### src/rtl/gm64_bist_pkg.sv
// Shared types and constants for the PSRAM self-test engine:
// FSM state encoding, data-pattern selectors and LFSR configuration.
package gm64_bist_pkg;

  typedef enum logic [2:0] {
    ST_IDLE,
    ST_WR_ISSUE,
    ST_WR_WAIT,
    ST_RD_ISSUE,
    ST_RD_WAIT,
    ST_CHECK,
    ST_DONE,
    ST_TMO
  } BistState;

  localparam logic [1:0] PAT_CONST = 2'd0;
  localparam logic [1:0] PAT_ADDR  = 2'd1;
  localparam logic [1:0] PAT_NADDR = 2'd2;
  localparam logic [1:0] PAT_LFSR  = 2'd3;

  localparam logic [7:0] LFSR_SEED = 8'hA5;
  // Right-shifting Galois form of x^8+x^6+x^5+x^4+1
  localparam logic [7:0] LFSR_TAPS = 8'hB8;

  function automatic logic [7:0] lfsr_next(input logic [7:0] v);
    return v[0] ? ((v >> 1) ^ LFSR_TAPS) : (v >> 1);
  endfunction

endpackage

### src/rtl/bist_pattern_gen.sv
// Expected-data generator: owns the LFSR and selects the byte for the
// current address, so write data and compare data come from one place.
module bist_pattern_gen
  import gm64_bist_pkg::*;
#(
  parameter logic [7:0] CONST_PAT = 8'hCA
) (
  input  logic       clkSys,
  input  logic       rst,
  input  logic       seed,
  input  logic       advance,
  input  logic [1:0] mode,
  input  logic [7:0] addr_lo,
  output logic [7:0] pat_byte
);

  logic [7:0] lfsr;

  always_ff @(posedge clkSys or negedge rst) begin
    if (!rst) begin
      lfsr <= LFSR_SEED;
    end else if (seed) begin
      lfsr <= LFSR_SEED;
    end else if (advance) begin
      lfsr <= lfsr_next(lfsr);
    end
  end

  always_comb begin
    pat_byte = CONST_PAT;
    case (mode)
      PAT_CONST: pat_byte = CONST_PAT;
      PAT_ADDR:  pat_byte = addr_lo;
      PAT_NADDR: pat_byte = ~addr_lo;
      PAT_LFSR:  pat_byte = lfsr;
      default:   pat_byte = CONST_PAT;
    endcase
  end

endmodule

### src/rtl/psram_bist.sv
// PSRAM self-test: full write pass over the address window, then a
// read/compare pass, reporting pass/fail, error count, first bad address.
//
// Handshake with the controller: a request is one cycle of o_cs=0 with
// o_write/o_address/o_dataToWrite valid, issued only when i_busy=0. A write
// completes when i_busy is low again (the cycle of the strobe is ignored);
// a read completes when i_dataReady=1 and i_busy=0 in the same cycle.
module psram_bist
  import gm64_bist_pkg::*;
#(
  parameter int                 ADDR_W     = 24,
  parameter logic [ADDR_W-1:0]  START_ADDR = 24'h000000,
  parameter int                 LENGTH     = 256,
  parameter logic [7:0]         CONST_PAT  = 8'hCA,
  parameter int                 ERR_W      = 16,
  parameter int                 TIMEOUT    = 1023
) (
  input  logic              clkSys,
  input  logic              rst,
  input  logic              i_start,
  input  logic [1:0]        i_pattern,
  input  logic              i_stopOnErr,
  input  logic              i_bank,
  output logic              o_cs,
  output logic              o_write,
  output logic [ADDR_W-1:0] o_address,
  output logic              o_bank,
  output logic [7:0]        o_dataToWrite,
  input  logic [7:0]        i_dataRead,
  input  logic              i_busy,
  input  logic              i_dataReady,
  output logic              o_running,
  output logic              o_done,
  output logic              o_pass,
  output logic              o_timeout,
  output logic [ERR_W-1:0]  o_errCount,
  output logic [ADDR_W-1:0] o_firstFailAddr,
  output BistState          o_state
);

  localparam logic [ADDR_W-1:0] LAST_ADDR = START_ADDR + ADDR_W'(LENGTH - 1);
  localparam int                TMO_W     = $clog2(TIMEOUT + 1);
  localparam logic [TMO_W-1:0]  TMO_LAST  = TMO_W'(TIMEOUT - 1);

  BistState          state, state_nxt;
  logic [ADDR_W-1:0] addr;
  logic [1:0]        mode_q;
  logic              stop_q;
  logic [7:0]        rd_byte;
  logic [TMO_W-1:0]  tmo_cnt;
  logic [7:0]        pat_byte;

  logic do_start, strobe, seed, advance, capture, is_last, mismatch, tmo_hit;

  bist_pattern_gen #(.CONST_PAT(CONST_PAT)) u_pat (
    .clkSys  (clkSys),
    .rst     (rst),
    .seed    (seed),
    .advance (advance),
    .mode    (mode_q),
    .addr_lo (addr[7:0]),
    .pat_byte(pat_byte)
  );

  always_ff @(posedge clkSys or negedge rst) begin
    if (!rst) begin
      state <= ST_IDLE;
    end else begin
      state <= state_nxt;
    end
  end

  always_comb begin
    state_nxt = state;
    do_start  = 1'b0;
    strobe    = 1'b0;
    seed      = 1'b0;
    advance   = 1'b0;
    capture   = 1'b0;
    is_last   = (addr == LAST_ADDR);
    mismatch  = (rd_byte != pat_byte);
    tmo_hit   = (tmo_cnt == TMO_LAST);
    case (state)
      ST_IDLE, ST_DONE, ST_TMO: begin
        if (i_start) begin
          do_start  = 1'b1;
          seed      = 1'b1;
          state_nxt = ST_WR_ISSUE;
        end
      end
      ST_WR_ISSUE: begin
        if (!i_busy) begin
          strobe    = 1'b1;
          state_nxt = ST_WR_WAIT;
        end
      end
      ST_WR_WAIT: begin
        // tmo_cnt==0 marks the strobe cycle, where i_busy is not yet meaningful
        if (tmo_cnt != '0 && !i_busy) begin
          if (is_last) begin
            seed      = 1'b1;
            state_nxt = ST_RD_ISSUE;
          end else begin
            advance   = 1'b1;
            state_nxt = ST_WR_ISSUE;
          end
        end else if (tmo_hit) begin
          state_nxt = ST_TMO;
        end
      end
      ST_RD_ISSUE: begin
        if (!i_busy) begin
          strobe    = 1'b1;
          state_nxt = ST_RD_WAIT;
        end
      end
      ST_RD_WAIT: begin
        if (i_dataReady && !i_busy) begin
          capture   = 1'b1;
          state_nxt = ST_CHECK;
        end else if (tmo_hit) begin
          state_nxt = ST_TMO;
        end
      end
      ST_CHECK: begin
        if ((mismatch && stop_q) || is_last) begin
          state_nxt = ST_DONE;
        end else begin
          advance   = 1'b1;
          state_nxt = ST_RD_ISSUE;
        end
      end
      default: state_nxt = ST_IDLE;
    endcase
  end

  always_ff @(posedge clkSys or negedge rst) begin
    if (!rst) begin
      o_cs            <= 1'b1;
      o_write         <= 1'b0;
      o_address       <= '0;
      o_bank          <= 1'b0;
      o_dataToWrite   <= '0;
      o_done          <= 1'b0;
      o_pass          <= 1'b0;
      o_timeout       <= 1'b0;
      o_errCount      <= '0;
      o_firstFailAddr <= '0;
      addr            <= '0;
      mode_q          <= PAT_CONST;
      stop_q          <= 1'b0;
      rd_byte         <= '0;
      tmo_cnt         <= '0;
    end else begin
      o_cs <= ~strobe;
      if (strobe) begin
        o_write       <= (state == ST_WR_ISSUE);
        o_address     <= addr;
        o_dataToWrite <= pat_byte;
      end
      if (strobe) begin
        tmo_cnt <= '0;
      end else if (state == ST_WR_WAIT || state == ST_RD_WAIT) begin
        tmo_cnt <= tmo_cnt + TMO_W'(1);
      end
      if (seed) begin
        addr <= START_ADDR;
      end else if (advance) begin
        addr <= addr + ADDR_W'(1);
      end
      if (do_start) begin
        mode_q          <= i_pattern;
        stop_q          <= i_stopOnErr;
        o_bank          <= i_bank;
        o_errCount      <= '0;
        o_firstFailAddr <= '0;
        o_done          <= 1'b0;
        o_pass          <= 1'b0;
        o_timeout       <= 1'b0;
      end
      if (capture) begin
        rd_byte <= i_dataRead;
      end
      if (state == ST_CHECK && mismatch) begin
        if (o_errCount != '1) begin
          o_errCount <= o_errCount + ERR_W'(1);
        end
        if (o_errCount == '0) begin
          o_firstFailAddr <= addr;
        end
      end
      if (state == ST_CHECK && state_nxt == ST_DONE) begin
        o_done <= 1'b1;
        o_pass <= !mismatch && (o_errCount == '0);
      end
      if (state != ST_TMO && state_nxt == ST_TMO) begin
        o_timeout <= 1'b1;
        o_done    <= 1'b1;
        o_pass    <= 1'b0;
      end
    end
  end

  assign o_running = !(state == ST_IDLE || state == ST_DONE || state == ST_TMO);
  assign o_state   = state;

endmodule

### config.mk
export PLATFORM = sky130hd
export DESIGN_NAME = psram_bist
export DESIGN_NICKNAME = d
export VERILOG_FILES = /design/src/rtl/gm64_bist_pkg.sv /design/src/rtl/bist_pattern_gen.sv /design/src/rtl/psram_bist.sv
export SDC_FILE = /design/constraint.sdc
export NUM_CORES = 1
export LEC_CHECK = 0
export CORE_ASPECT_RATIO = 0.9
export CORE_UTILIZATION = 49
export DETAILED_ROUTE_END_ITERATION = 12
export PLACE_DENSITY = 0.75
export SLEW_MARGIN = 20
export SYNTH_ARGS = -nofsm -noshare
export SYNTH_HDL_FRONTEND = slang
export SYNTH_HIERARCHICAL = 1
export SYNTH_SLANG_ARGS = --single-unit
### constraint.sdc
create_clock -name clkSys -period 2.7 [get_ports clkSys]
set_clock_uncertainty 0.05 [all_clocks]
set_input_delay 0.54 -clock clkSys [delete_from_list [all_inputs] [get_ports clkSys]]
set_output_delay 0.54 -clock clkSys [all_outputs]
set_load 0.01 [all_outputs]
==> results_dict.tcl, run 1 <==
set metrics [dict create \
    ctsHoldBuffers 0 \
    final_area_sq_um 9020 \
    worst_r2r_path_depth 11 \
    cp.arrival_ns 3.05 \
    syn_area_sq_um 6630 \
    clock_path_buffers 2 \
    drtIter0Drc 552 \
    clkPwrFrac_pct 30.0 \
    grt_max_degree 49 \
    io_pins 99 \
    post-route-period-util_pct 101 \
    gp_congestion 0.917 \
    violations "negative setup slack" \
    worstSkewPairLatency_ns 0.43 \
    die_h_microns 112 \
    rrSetupSlack_ns -0.04 \
    antenna_found_initial 0 \
    rsz0062_at_grt "yes" \
    antenna_cells 0 \
    drt_pre_antenna_iters 5 \
    drc 0 \
    switching_share_pct 33.9 \
    routed_wirelength_microns 18200 \
    hpwl_microns 12100 \
    ant_nets 0 \
    p_comb_share_pct 37.1 \
    power_frac_seq_pct 32.9 \
    hold_viol_final 0 \
    worst_slack_ns -0.0382 \
    synth-seq-cells 134 \
    clkTransAtPathRegs_ns 0.06 \
    drive_gt1_share_pct 19.2 \
    syn_to_final_growth_pct 36.0 \
    path_max_fanout 7 \
    num_vias 5959 \
    synth-edff-count 0 \
    p_leak_nw 3.92 \
    cts.sinks 134 \
    ir_worst_vdd_mv 0.735 \
    ctsRootBufferMaster "clkbuf_16" \
    grt_usage_pct 26.0 \
    min_path_type "primary input to async pin" \
    row_count 39 \
    cp-end-kind "flop" \
    p_int_mw 5.84 \
    tightestPinTransition_ns 0.700 \
    die_x_microns 125 \
    synth_nets 738 \
    worstSetupStartpointType "flop" \
    ys_seq_area_share_pct 50.7 \
    syn_area_per_cell_sq_um 9.28 \
    cts_tree "done" \
    viasPerCell 5.83 \
    whs_ns 0.0110 \
    synth_flop_cell "dfrtp_1" \
    tns_ns -0.0751 \
    ys_types 69 \
    dieArea_sq_um 14000 \
    total_power_mw 8.84 \
    ys_warn_count 6 \
    placed_area_sq_um 7970 \
    slew_viol_final 0 \
    criticalPathCategory "flop to flop" \
    required_ns 3.01 \
    period_minus_slack_ns 2.74 \
    p_switching_mw 2.99 \
    async_flop_share_pct 100 \
    wl_per_cell_microns 17.8 \
    rr_startpoint "mode_q[0]$_DFFE_PN0P_" \
    grt_pass1_vias 5639 \
    drv_cap 0 \
    overflow 0 \
    setup-violations-final 2 \
    htree_num_levels 4 \
    core_area_sq_um 12900 \
    status "complete, but fails checks" \
    fin_nets 868 \
    grt_pass1_wl_microns 28600 \
    fill_cells 924 \
    setup.worst_path.start "mode_q[0]$_DFFE_PN0P_" \
    cts_buffers 17 \
    r2r-end "addr[14]$_DFFE_PN0P_" \
    io_buffer_count 98 \
    power_density_nw_per_um2 980 \
    syn-instance-count 715 \
    start_util_pct 51.3 \
    relSlewSlack_pct 53.3 \
    max_freq_mhz 365 \
]
-- critical path, stage by stage (launching register included) --
cell       delay (ns)
dfrtp_2          0.46
buf_6            0.14
mux2i_1          0.07
a31o_1           0.23
xnor2_2          0.24
and4_4           0.28
a21boi_4         0.06
o21a_4           0.25
clkbuf_16        0.17
buf_6            0.11
or4_4            0.47
a21oi_2          0.13
-- cells by family after synthesis --
logic type | synth area share, %
compound gates | 10.9
simple gates | 25.8
flops | 50.7
fa+ha+maj | 1.13
mux | 3.79
buf+inv | 3.85
xor+xnor | 3.83
-- stage by stage --
step | instances | utilization, % | worst slack, ns
2_1_floorplan | 715 | - | 0.0349
3_3_place_gp | 979 | 61.6 | -0.00845
3_5_place_dp | 979 | 61.6 | -0.142
4_1_cts | 1016 | 67.5 | 0.00489
5_1_grt | 1022 | 69.7 | -0.117
6_report | 1022 | 69.7 | -0.0382
-- per-layer routing --
layer	share of wire [%]	GRT usage, %	wire [microns]
met4	3.5	12.8	645
met3	6.5	4.81	1180
met2	47	40.8	8510
met1	43	34.9	7870
met5	0	0	0
-- cells in the mapped netlist, types with 5 or more instances --
| master | instances | area (sq um) |
|---|---|---|
| o21ai_0 | 36 | 180 |
| xnor2_1 | 22 | 193 |
| a21oi_1 | 22 | 110 |
| o211ai_1 | 5 | 37.5 |
| clkbuf_1 | 27 | 101 |
| or4_1 | 10 | 75.1 |
| nand2b_1 | 6 | 37.5 |
| dfrtp_1 | 129 | 3230 |
| nand2_1 | 199 | 747 |
| or3_1 | 6 | 37.5 |
| dfstp_2 | 5 | 131 |
| mux2i_1 | 15 | 150 |
| xor2_1 | 7 | 61.3 |
| and3_1 | 5 | 31.3 |
| nor2_1 | 37 | 139 |
| nor4_1 | 12 | 75.1 |
| o31ai_1 | 13 | 97.6 |
| ha_1 | 6 | 75.1 |
| nand3_1 | 21 | 105 |
| and2_1 | 5 | 31.3 |
| inv_1 | 11 | 41.3 |
| nand4_1 | 12 | 75.1 |
| nor3_1 | 11 | 55.1 |
| mux2_2 | 9 | 101 |
-- repair_timing --
action | CTS | global route
pin swaps | 4 | 21
setup buffers | 5 | 4
gates cloned | 0 | 2
gates resized for setup | 12 | 52
setup endpoints to repair | 15 | 26
-- how the worst max path moves through the flow --
stage	to	slack [ns]	depth (start not counted)
finish	addr[14]$_DFFE_PN0P_	-0.04	11
global route	addr[14]$_DFFE_PN0P_	-0.12	11
CTS	addr[22]$_DFFE_PN0P_	0.005	9
detailed placement	addr[18]$_DFFE_PN0P_	-0.14	9
global placement	addr[20]$_DFFE_PN0P_	-0.008	9
floorplan	addr[22]$_DFFE_PN0P_	0.03	10
-- state kept, by name, indices dropped and copies added (netlist names), 2 cells and up --
| register | flops |
|---|---|
| addr | 24 |
| mode_q | 2 |
| o_address | 24 |
| o_dataToWrite | 8 |
| o_errCount | 16 |
| o_firstFailAddr | 24 |
| o_state | 3 |
| rd_byte | 8 |
| tmo_cnt | 10 |
| u_pat/lfsr | 8 |
-- layout make-up --
cell class              count  area (sq um)  area share, %
clock buffers              19           453           5.02
clock inverters            13           226           2.51
repair buffers            150          1470           16.3
multi-input cells         529          3250           36.0
inverters                  13          48.8          0.541
well taps                 164           205           2.28
flip-flops and latches    134          3360           37.3
-- power groups by stage --
stage	Sequential, mW	Clock, mW	Combinational (mW)
CTS	2.87	2.67	2.93
global placement	2.88	0	2.67
global route	2.95	2.76	3.54
floorplan	2.89	0	1.57
detailed placement	2.89	0	2.78
finish	2.91	2.65	3.28
-- layout by cell type, fill, tap and decap left out, types with 12 or more instances in the layout --
cell	instances
nand3_1	21
o21ai_0	35
o31ai_1	13
mux2i_1	12
buf_4	40
clkbuf_16	19
dfrtp_1	125
clkdlybuf4s50_1	97
nor2_1	35
nand2_1	198
a21oi_1	13
xnor2_1	14
nor4_1	12
nand4_1	12
No activity file was read; power rests on OpenSTA's default activity.
==> run 2: changes to the inputs <==
- TNS_END_PERCENT: not set -> 1
==> run 2 against run 1 <==
  * The flow still finishes with violations (negative setup slack)
  * Via count decreased by 2.4%
  * Final cell count decreased by 0.59%
  * Worst setup slack improved by 0.0078 ns
  * Clock power about the same
  * Worst hold slack improved by 0.0061 ns
  * Sequential power about the same
  * Critical path depth decreased by 1
  * Global-route usage unchanged
  * Critical path type unchanged
  * Highest routed layer unchanged
==> results_dict.tcl, run 2 (synthesis gave the netlist of run 1 again) <==
set metrics [dict create \
    core_area_sq_um 12900 \
    start_util_pct 51.3 \
    fill_cells 957 \
    syn_to_final_growth_pct 33.5 \
    dp_slack_ns -0.142 \
    tightestPinTransition_ns 0.685 \
    htree_num_levels 4 \
    cts_tree "done" \
    clkTransAtPathRegs_ns 0.06 \
    drive_gt1_share_pct 17.5 \
    num_vias 5815 \
    relSlewSlack_pct 54.3 \
    maxUsedRoutingLayer "met4" \
    drv_cap 0 \
    regArea_sq_um 3360 \
    placed_area_sq_um 7970 \
    multiInputGateArea_sq_um 3190 \
    drtIter0Drc 454 \
    ir_worst_vdd_mv 0.735 \
    cts_buffers 17 \
    row_count 39 \
    rsz0062_at_grt "yes" \
    drt_pre_antenna_iters 5 \
    dieArea_sq_um 14000 \
    top_regs "addr: 24 flops, o_address: 24 flops, o_firstFailAddr: 24 flops" \
    cts.sinks 134 \
    ctsRootBufferMaster "clkbuf_16" \
    mostFrequentLayoutCell "nand2_1" \
    hpwl_microns 12100 \
    dr_wl_met3_microns 1030 \
    io_buffer_count 98 \
    overflow 0 \
    grt_pass1_wl_microns 28600 \
    violations "negative setup slack" \
    path_max_fanout 21 \
    status "complete, but fails checks" \
    antenna_found_initial 0 \
    max_freq_mhz 366 \
    cp-end-kind "flop" \
    power_density_nw_per_um2 973 \
    min_path_type "primary input to async pin" \
    met1_length_microns 7860 \
    total_power_mw 8.61 \
    criticalPathCategory "flop to flop" \
    grt_pass1_vias 5639 \
    period_minus_slack_ns 2.73 \
    worst_slack_ns -0.0304 \
    antenna_cells 0 \
    worstSkewPairLatency_ns 0.43 \
    post-route-period-util_pct 101 \
    routed_wirelength_microns 17600 \
    wl_met2_microns 8250 \
    grt_max_degree 49 \
    required_ns 3.01 \
    whs_ns 0.0171 \
    ant_nets 0 \
    wl_per_cell_microns 17.3 \
    io_pins 99 \
    final_area_sq_um 8850 \
    gp_congestion 0.917 \
    cp.arrival_ns 3.04 \
    layout_common_cells "199 x nand2_1, 125 x dfrtp_1, 97 x clkdlybuf4s50_1" \
    tns_ns -0.0796 \
    fin_nets 862 \
    grt_usage_pct 26.0 \
    setup-violations-final 3 \
    viasPerCell 5.72 \
    slew_viol_final 0 \
    p_leak_nw 3.85 \
    worstSetupStartpointType "flop" \
    drc 0 \
    clock_path_buffers 2 \
    die_h_microns 112 \
    hold_viol_final 0 \
    die_x_microns 125 \
]
run 2: critical path, stage by stage (launching register included):
cell,delay (ns)
dfrtp_2,0.43
buf_4,0.16
mux2i_1,0.19
a31o_2,0.18
xnor2_2,0.14
and4_4,0.27
a21boi_2,0.06
o21a_1,0.21
buf_12,0.16
or4_2,0.65
a21oi_2,0.14
run 2: final cells by class:
| type | instances | area share (%) |
|---|---|---|
| inverter | 13 | 0.551 |
| tap | 164 | 2.32 |
| sequential | 134 | 38.0 |
| clock buffer | 19 | 5.12 |
| clock inverter | 13 | 2.56 |
| timing repair buffer | 144 | 15.4 |
| multi-input combinational | 529 | 36.0 |
run 2: path summary, 6_finish.rpt:
check / end / cells past startpoint / slack (ns) / start
max in group asynchronous: u_pat/lfsr[7]$_DFFE_PN1P_ / 2 / 1.83 / rst
worst min-delay path: addr[18]$_DFFE_PN0P_ / 1 / 0.02 / rst
worst max register to register: addr[22]$_DFFE_PN0P_ / 10 / -0.03 / mode_q[1]$_DFFE_PN0P_
worst max-delay path: addr[22]$_DFFE_PN0P_ / 10 / -0.03 / mode_q[1]$_DFFE_PN0P_
worst min register to register: o_bank$_DFFE_PN0P_ / 2 / 0.42 / o_bank$_DFFE_PN0P_
min in group clkSys: o_bank$_DFFE_PN0P_ / 2 / 0.42 / o_bank$_DFFE_PN0P_
run 2: power by group:
part / switching [mW] / leakage, nW / internal, mW
Sequential: 0.429 / 1.79 / 2.46
Clock: 0.870 / 0.325 / 1.77
Combinational: 1.59 / 1.73 / 1.49
Total: 2.89 / 3.85 / 5.73
run 2: routing by layer:
metal	track usage, %	up-vias
met1	34.9	2830
met5	0	-
met2	40.8	226
met3	4.81	39
met4	12.8	0
li1	-	2720
run 2: through the flow:
stage | utilization (%) | std cells
after floorplan | - | 715
after global placement | 61.6 | 979
after detailed placement | 61.6 | 979
after CTS | 67.5 | 1016
after global routing | 68.5 | 1016
final | 68.5 | 1016
run 2: timing repair:
item / in CTS / in global routing
hold buffers: 0 / 0
pin swaps: 4 / 11
buffers inserted: 5 / 0
setup endpoints to repair: 15 / 26
gates resized for setup: 12 / 27
endpoints found under the hold margin: 0 / 0
==> run 3: changes to the inputs <==
- HOLD_SLACK_MARGIN: not set -> 0.06
==> run 3 against run 2 <==
  * The run still ends with negative setup slack left
  * Critical path depth up 1
  * Wire length down 0.23%
  * Register-to-register slack about the same
  * Sequential share of layout area about the same
  * Fmax down 0.21%
  * Via count unchanged
  * Die area unchanged
  * Sequential power about the same
  * Worst setup slack worse by 0.0056 ns
  * Total power about the same
  * Highest routed layer unchanged
==> results_dict.tcl, run 3 (synthesis gave the netlist of run 1 again) <==
set metrics [dict create \
    overflow 0 \
    power_density_nw_per_um2 971 \
    row_count 39 \
    layout_common_cells "199 x nand2_1, 125 x dfrtp_1, 97 x clkdlybuf4s50_1" \
    relSlewSlack_pct 54.3 \
    cp-end-kind "flop" \
    core_area_sq_um 12900 \
    mostFrequentLayoutCell "nand2_1" \
    drv_cap 0 \
    worstSetupStartpointType "flop" \
    antenna_cells 0 \
    cp.arrival_ns 3.04 \
    rr_startpoint "mode_q[1]$_DFFE_PN0P_" \
    setup.worst_path.start "mode_q[1]$_DFFE_PN0P_" \
    hpwl_microns 12100 \
    path_max_fanout 21 \
    grt_usage_pct 26.0 \
    ctsRootBufferMaster "clkbuf_16" \
    clkPwrFrac_pct 30.7 \
    io_buffer_count 98 \
    io_pins 99 \
    cts_buffers 17 \
    p_comb_share_pct 35.7 \
    hp-start "o_bank$_DFFE_PN0P_" \
    gp_congestion 0.917 \
    required_ns 3.00 \
    start_util_pct 51.3 \
    die_x_microns 125 \
    power_frac_seq_pct 33.5 \
    max_freq_mhz 365 \
    wl_per_cell_microns 17.3 \
    viasPerCell 5.72 \
    min_path_type "flop to flop" \
    antenna_found_initial 0 \
    ir_worst_vdd_mv 0.735 \
    htree_num_levels 4 \
    fin_nets 863 \
    grt_max_degree 49 \
    drc 0 \
    worst_slack_ns -0.0360 \
    cts.sinks 134 \
    slew_viol_final 0 \
    period_minus_slack_ns 2.74 \
    top_regs "addr: 24 flops, o_address: 24 flops, o_firstFailAddr: 24 flops" \
    status "complete, but fails checks" \
    clock_path_buffers 2 \
    drtIter0Drc 453 \
    ant_nets 0 \
    rsz0062_at_grt "yes" \
    setup-violations-final 3 \
    worstSkewPairLatency_ns 0.43 \
    cts_tree "done" \
    criticalPathCategory "flop to flop" \
    p_int_mw 5.73 \
    violations "negative setup slack" \
    routed_wirelength_microns 17600 \
    syn_to_final_growth_pct 33.6 \
    dieArea_sq_um 14000 \
    num_vias 5815 \
    post-route-period-util_pct 101 \
    drt_pre_antenna_iters 5 \
    dp_slack_ns -0.142 \
    die_h_microns 112 \
    p_leak_nw 3.85 \
    p_switching_mw 2.88 \
    tns_ns -0.0870 \
    tightestPinTransition_ns 0.685 \
    grt_pass1_vias 5639 \
    drive_gt1_share_pct 17.5 \
    switching_share_pct 33.5 \
    grt_pass1_wl_microns 28600 \
    clkTransAtPathRegs_ns 0.06 \
    hold_viol_final 0 \
]
[run 3: changes by cell type in the layout (fill, tap and decap cells not counted), sizes merged]
cell and delta:
dlygate4sd3 +1
[run 3: critical path, stage by stage (launching register included)]
cell,delay (ns)
dfrtp_2,0.43
buf_4,0.16
mux2i_1,0.19
a31o_2,0.18
xnor2_2,0.14
and4_4,0.27
a21boi_2,0.06
o21a_1,0.21
buf_12,0.16
buf_4,0.16
or4_4,0.49
a21oi_2,0.14
[run 3: worst paths after layout]
kind                                              to  slack [ns]  cells past startpoint
max in group asynchronous  u_pat/lfsr[5]$_DFFE_PN1P_        1.28                      3
hold / removal                    o_bank$_DFFE_PN0P_        0.43                      2
setup / recovery                addr[12]$_DFFE_PN0P_       -0.04                     11
min in group asynchronous       addr[18]$_DFFE_PN0P_        0.57                      2
setup reg to reg                addr[12]$_DFFE_PN0P_       -0.04                     11
hold reg to reg                   o_bank$_DFFE_PN0P_        0.43                      2
[run 3: layout make-up]
| cell class | instances | area, sq um |
|---|---|---|
| Clock buffer | 19 | 453 |
| Clock inverter | 13 | 226 |
| Fill cell | 956 | 4070 |
| Inverter | 13 | 48.8 |
| Multi-Input combinational cell | 529 | 3190 |
| Sequential cell | 134 | 3360 |
| Tap cell | 164 | 205 |
| Timing Repair Buffer | 145 | 1380 |
[run 3: metrics by stage]
step / util (%) / std cells / instance area, sq um / power, mW / hold slack (ns)
floorplan: - / 715 / 6630 / 4.46 / 0.194
global placement: 61.6 / 979 / 7970 / 5.55 / 0.411
detailed placement: 61.6 / 979 / 7970 / 5.67 / 0.412
CTS: 67.6 / 1017 / 8740 / 8.46 / 0.428
global route: 68.5 / 1017 / 8860 / 9.06 / 0.452
finish: 68.5 / 1017 / 8860 / 8.61 / 0.425
[run 3: per-layer routing]
| layer | routed length [microns] | track usage (%) | vias to the layer above |
|---|---|---|---|
| met5 | 0 | 0 | - |
| met4 | 472 | 12.8 | 0 |
| met3 | 1040 | 4.77 | 42 |
| met2 | 8240 | 40.8 | 229 |
| met1 | 7830 | 34.9 | 2820 |
| li1 | - | - | 2724 |
[run 3: timing repair]
action	in CTS	in global routing
buffers inserted	5	0
endpoints found under the hold margin	28	0
resized for setup	12	27
endpoints found under the setup margin	15	26
pin swaps	4	11
hold buffers	1	0
[run 3: power by group through the flow]
stage	Combinational (mW)	Sequential [mW]	Clock [mW]
6_report	3.08	2.89	2.64
5_1_grt	3.35	2.94	2.76
4_1_cts	2.93	2.87	2.67
3_5_place_dp	2.78	2.89	0
3_3_place_gp	2.67	2.88	0
2_1_floorplan	1.57	2.89	0
